### src/rtl/or_and_reduce_pkg.sv
// Shared types and sizing helpers for the OR-then-AND reduction scheduler.
package or_and_reduce_pkg;

    typedef enum logic [1:0] {
        IDLE,
        EVAL,
        HOLD
    } sched_state_t;

    localparam int N_REQ_DEF = 4;
    localparam int WIDTH_DEF = 16;

    // Bits needed to hold a count in the range 0..w inclusive.
    function automatic int cnt_width(input int w);
        return $clog2(w + 1);
    endfunction

endpackage

### src/rtl/or_and_reduce_unit.sv
// Combinational coverage check: all_ok = &(a | b), zcnt = positions where both operands are 0.
module or_and_reduce_unit
    import or_and_reduce_pkg::*;
#(
    parameter  int WIDTH = WIDTH_DEF,
    localparam int CNT_W = cnt_width(WIDTH)
) (
    input  logic [WIDTH-1:0] a,
    input  logic [WIDTH-1:0] b,
    output logic             all_ok,
    output logic [CNT_W-1:0] zcnt
);

    logic [WIDTH-1:0] cover_bits;

    assign cover_bits = a | b;
    assign all_ok     = &cover_bits;

    // NOTE: every variable written in always_comb gets a default first, so no latch is inferred.
    always_comb begin
        zcnt = '0;
        for (int i = 0; i < WIDTH; i++) begin
            zcnt = zcnt + CNT_W'(~cover_bits[i]);
        end
    end

endmodule

### src/rtl/or_and_reduce_sched.sv
// Round-robin scheduler serialising N_REQ operand pairs through one shared reduction unit.
module or_and_reduce_sched
    import or_and_reduce_pkg::*;
#(
    parameter int N_REQ = N_REQ_DEF,
    parameter int WIDTH = WIDTH_DEF,
    parameter int ID_W  = $clog2(N_REQ),
    parameter int CNT_W = cnt_width(WIDTH)
) (
    input  logic                   clk,
    input  logic                   rst,
    input  logic [N_REQ-1:0]       req_valid,
    output logic [N_REQ-1:0]       req_ready,
    input  logic [N_REQ*WIDTH-1:0] req_a,
    input  logic [N_REQ*WIDTH-1:0] req_b,
    output logic                   rsp_valid,
    input  logic                   rsp_ready,
    output logic [ID_W-1:0]        rsp_id,
    output logic                   rsp_all,
    output logic [CNT_W-1:0]       rsp_zcnt,
    output logic                   busy
);

    sched_state_t     state_q;
    logic [ID_W-1:0]  rr_ptr_q;
    logic [ID_W-1:0]  id_q;
    logic [WIDTH-1:0] a_q;
    logic [WIDTH-1:0] b_q;
    logic             rsp_valid_q;
    logic [ID_W-1:0]  rsp_id_q;
    logic             rsp_all_q;
    logic [CNT_W-1:0] rsp_zcnt_q;

    logic [ID_W-1:0]  winner;
    logic [ID_W-1:0]  rr_ptr_d;
    logic             unit_all;
    logic [CNT_W-1:0] unit_zcnt;

    // First set lane at or after ptr, wrapping; scanning backwards lets the nearest one win.
    function automatic logic [ID_W-1:0] rr_pick(input logic [N_REQ-1:0] valid,
                                                 input logic [ID_W-1:0]  ptr);
        logic [ID_W-1:0] pick;
        int              idx;
        pick = '0;
        for (int k = N_REQ - 1; k >= 0; k--) begin
            idx = (int'(ptr) + k) % N_REQ;
            if (valid[idx]) pick = ID_W'(idx);
        end
        return pick;
    endfunction

    assign winner   = rr_pick(req_valid, rr_ptr_q);
    assign rr_ptr_d = (rsp_id_q == ID_W'(N_REQ - 1)) ? '0 : rsp_id_q + 1'b1;

    always_comb begin
        req_ready = '0;
        if (!rst && state_q == IDLE && |req_valid) req_ready[winner] = 1'b1;
    end

    or_and_reduce_unit #(.WIDTH(WIDTH)) u_unit (
        .a      (a_q),
        .b      (b_q),
        .all_ok (unit_all),
        .zcnt   (unit_zcnt)
    );

    // NOTE: sequential state uses non-blocking assignments so all registers update together at the edge.
    always_ff @(posedge clk) begin
        if (rst) begin
            state_q     <= IDLE;
            rr_ptr_q    <= '0;
            id_q        <= '0;
            a_q         <= '0;
            b_q         <= '0;
            rsp_valid_q <= 1'b0;
            rsp_id_q    <= '0;
            rsp_all_q   <= 1'b0;
            rsp_zcnt_q  <= '0;
        end else begin
            case (state_q)
                IDLE: begin
                    if (|req_valid) begin
                        a_q     <= req_a[int'(winner)*WIDTH +: WIDTH];
                        b_q     <= req_b[int'(winner)*WIDTH +: WIDTH];
                        id_q    <= winner;
                        state_q <= EVAL;
                    end
                end
                EVAL: begin
                    rsp_all_q   <= unit_all;
                    rsp_zcnt_q  <= unit_zcnt;
                    rsp_id_q    <= id_q;
                    rsp_valid_q <= 1'b1;
                    state_q     <= HOLD;
                end
                HOLD: begin
                    if (rsp_ready) begin
                        rsp_valid_q <= 1'b0;
                        rr_ptr_q    <= rr_ptr_d;
                        state_q     <= IDLE;
                    end
                end
                default: state_q <= IDLE;
            endcase
        end
    end

    assign rsp_valid = rsp_valid_q;
    assign rsp_id    = rsp_id_q;
    assign rsp_all   = rsp_all_q;
    assign rsp_zcnt  = rsp_zcnt_q;
    assign busy      = (state_q != IDLE);

endmodule

### config.mk
export PLATFORM = sky130hd
export DESIGN_NAME = or_and_reduce_sched
export DESIGN_NICKNAME = d
export VERILOG_FILES = /design/src/rtl/or_and_reduce_pkg.sv /design/src/rtl/or_and_reduce_unit.sv /design/src/rtl/or_and_reduce_sched.sv
export SDC_FILE = /design/constraint.sdc
export NUM_CORES = 1
export LEC_CHECK = 0
export BUFFER_PORTS_ARGS = -buffer_cell sky130_fd_sc_hd__buf_2
export CAP_MARGIN = 20
export CORE_MARGIN = 2
export CORE_UTILIZATION = 44
export DETAILED_ROUTE_END_ITERATION = 8
export GPL_TIMING_DRIVEN = 0
export PLACE_DENSITY = 0.84
export SLEW_MARGIN = 10
export SYNTH_ARGS = -nofsm -noshare
export SYNTH_HDL_FRONTEND = slang
export SYNTH_SLANG_ARGS = --single-unit
### constraint.sdc
create_clock -name clk -period 3.95 [get_ports clk]
set_clock_uncertainty 0.05 [all_clocks]
set_input_delay 0.1975 -clock clk [delete_from_list [all_inputs] [get_ports clk]]
set_output_delay 0.1975 -clock clk [all_outputs]
set_load 0.1 [all_outputs]
==> impl_metrics.tcl <==
set metrics [dict create \
    status "completed" \
    finalNetCount 686 \
    gr-total-overflow 0 \
    crit_type "flop to flop" \
    wl_per_cell_um 16.9 \
    syn_nets 534 \
    setup_viol 0 \
    cp_data_required_time_ns 4.08 \
    hold_slack_ns 0.130 \
    drt_iter0_drc 207 \
    period_share_pct 96.9 \
    diodes 0 \
    dp_hpwl_mm 8.52 \
    p_leak_uw 0.00194 \
    syn_avg_cell_area_um2 9.10 \
    drv_slew 0 \
    drtPass1Iterations 5 \
    period_needed_ns 3.83 \
    cp-end-kind "flop" \
    final_antenna_net_count 0 \
    synthCells 382 \
    portBuffers 143 \
    die-area_mm2 0.00862 \
    h-tree-depth 2 \
    holdBufCountCts 0 \
    grt_max_degree 14 \
    drc_errors 0 \
    fmax_ghz 0.261 \
    stdcell_count 636 \
    dr_total_vias 3694 \
    wl_mm 10.7 \
    cts_tree "done" \
    cts_buffer_depth 2 \
    critPathMaxFanout 3 \
    worst_slew_pin_slew_ns 0.487 \
    initial_core_util_pct 45.2 \
    rows 32 \
    ios 149 \
    die_height_um 92.9 \
    dp.cells 627 \
    ys.flop_type "dfxtp_1" \
    cp-start-kind "flop" \
    clk_pin_slew_ns 0.09 \
    seq_area_frac_synth_pct 27.1 \
    async_flop_share_pct 0 \
    vdd_drop_max_v 0.000370 \
    ys_types 41 \
    area_growth_pct 28.2 \
    cts_made_buffers 5 \
    finalPower_uw 2440 \
    reg2reg_slack_ns 0.12 \
    clkLatencyLatePin_ns 0.30 \
    yosysWarnings 0 \
    arrival_ns 3.96 \
    hold_class "input pin to flop" \
    drt-vias-per-instance 5.81 \
    gp_congestion 0.849 \
    synth_edf_count 0 \
    antenna_found_initial 0 \
    cts.sinks 47 \
    powerDensity_mw_per_mm2 547 \
    syn_area_mm2 0.00347 \
    first_global_vias 3571 \
    maxCapViolCount 0 \
    grt_pass1_wl_mm 17.2 \
    synth_seq_cells 47 \
    layout-drive-gt1-share_pct 43.1 \
    slew_headroom_pct 67.7 \
    die_w_um 92.9 \
    grtUsageTotal_pct 24.8 \
    hold_viol 0 \
    clock-root-buffer "clkbuf_8" \
    core_mm2 0.00769 \
]
through the flow:
stage | setup WS [ns] | cell area (µm²) | TNS, ns | utilization [%]
floorplan | 0.0576 | 3480 | 0 | -
CTS | 0.00650 | 4410 | 0 | 57.4
global route | -0.0168 | 4460 | -0.0168 | 58.0
detailed placement | -0.0336 | 4320 | -0.0336 | 56.3
finish | 0.123 | 4460 | 0 | 58.0
global placement | 0.0420 | 4320 | 0 | 56.3
state kept, by name, summed over array words and instances, names as in the netlist:
name and count:
a_q 16, b_q 16, id_q 2, rr_ptr_q 2
rsp_all 1, rsp_id 2, rsp_valid 1, rsp_zcnt 5
state_q 2
path summary, 6_finish.rpt:
kind	startpoint	endpoint	depth (start not counted)
hold / removal	req_b[34]	b_q[2]	3
setup / recovery	a_q[7]	rsp_zcnt[2]	13
setup reg to reg	a_q[7]	rsp_zcnt[2]	13
hold reg to reg	rsp_zcnt[4]	rsp_zcnt[4]	2
layout make-up:
type / count / area [µm²]
sequential: 47 / 950
fill: 698 / 3230
clock inverter: 1 / 5.00
multi-input combinational: 279 / 2260
tap: 102 / 128
inverter: 16 / 60.1
clock buffer: 6 / 82.6
buffer: 40 / 235
timing repair buffer: 145 / 731
critical path: stages (launching register included):
cell and delay (ns):
dfxtp_2 0.35, or2_4 0.25, fa_1 0.51, fa_1 0.51, inv_2 0.05, fa_1 0.49, fa_1 0.50, ha_2 0.19
inv_2 0.04, fa_2 0.39, nor2b_2 0.14, nor2_1 0.05, o21ai_1 0.10, a21oi_1 0.08
per-layer routing:
| metal | up-vias | wire length (µm) | track usage (%) |
|---|---|---|---|
| li1 | 1775 | - | - |
| met1 | 1723 | 4610 | 32.1 |
| met2 | 169 | 5230 | 43.6 |
| met3 | 27 | 640 | 3.17 |
| met4 | 0 | 258 | 6.13 |
| met5 | - | 0 | 0 |
cell families (layout without fill, tap and decap cells):
logic type                 after synthesis  in the layout  share of synthesized area, %
xor gates and xnor gates                 1              1                         0.252
and+or+nand+nor                         65             65                          9.36
muxes                                   34             34                          9.79
adders and majority gates               17             17                          8.28
buffers and inverters                   56            208                          8.50
DFF                                     47             47                          27.1
AOI/OAI and AO/OA                      162            162                          36.7
power by group:
group,internal (µW),switching (µW),leakage [µW],total (µW)
Clock,138,161,0.0000470,299
Combinational,674,858,0.00150,1530
Sequential,549,58.7,0.000391,607
placed cells by master (no fill, tap or decap), types with 8 or more instances in the layout:
cell	instances
fa_1	9
a221oi_2	29
mux2i_1	34
buf_2	156
buf_4	8
dfxtp_1	40
o21ai_0	35
a21oi_1	16
nor2_1	24
nand2_1	15
clkbuf_1	13
o22ai_1	34
o211ai_1	33
inv_1	14
synthesized netlist by cell type (2+ instances only):
| cell type | count | area [µm²] |
|---|---|---|
| dfxtp_1 | 47 | 941 |
| o22ai_1 | 34 | 213 |
| buf_2 | 13 | 65.1 |
| inv_1 | 16 | 60.1 |
| and3_1 | 2 | 12.5 |
| nor4_1 | 3 | 18.8 |
| a21o_1 | 3 | 22.5 |
| clkbuf_1 | 13 | 48.8 |
| mux2i_1 | 34 | 340 |
| a221oi_1 | 3 | 26.3 |
| nor2b_1 | 3 | 18.8 |
| and4b_1 | 2 | 20.0 |
| buf_4 | 6 | 45.0 |
| a221oi_2 | 29 | 435 |
| ha_1 | 7 | 87.6 |
| fa_1 | 10 | 200 |
| buf_6 | 6 | 67.6 |
| nand2_1 | 15 | 56.3 |
| nor3_1 | 3 | 15.0 |
| o21ai_0 | 36 | 180 |
| o211ai_1 | 33 | 248 |
| or2_2 | 6 | 37.5 |
| a21oi_1 | 16 | 80.1 |
| nor2_1 | 24 | 90.1 |
| nand2b_1 | 2 | 12.5 |
repair_timing:
item / in CTS / in global routing
gates resized for setup: 1 / 17
pin swaps: 2 / 8
buffers inserted: 0 / 2
setup endpoints to repair: 1 / 3
No activity file was read; power rests on OpenSTA's default activity.
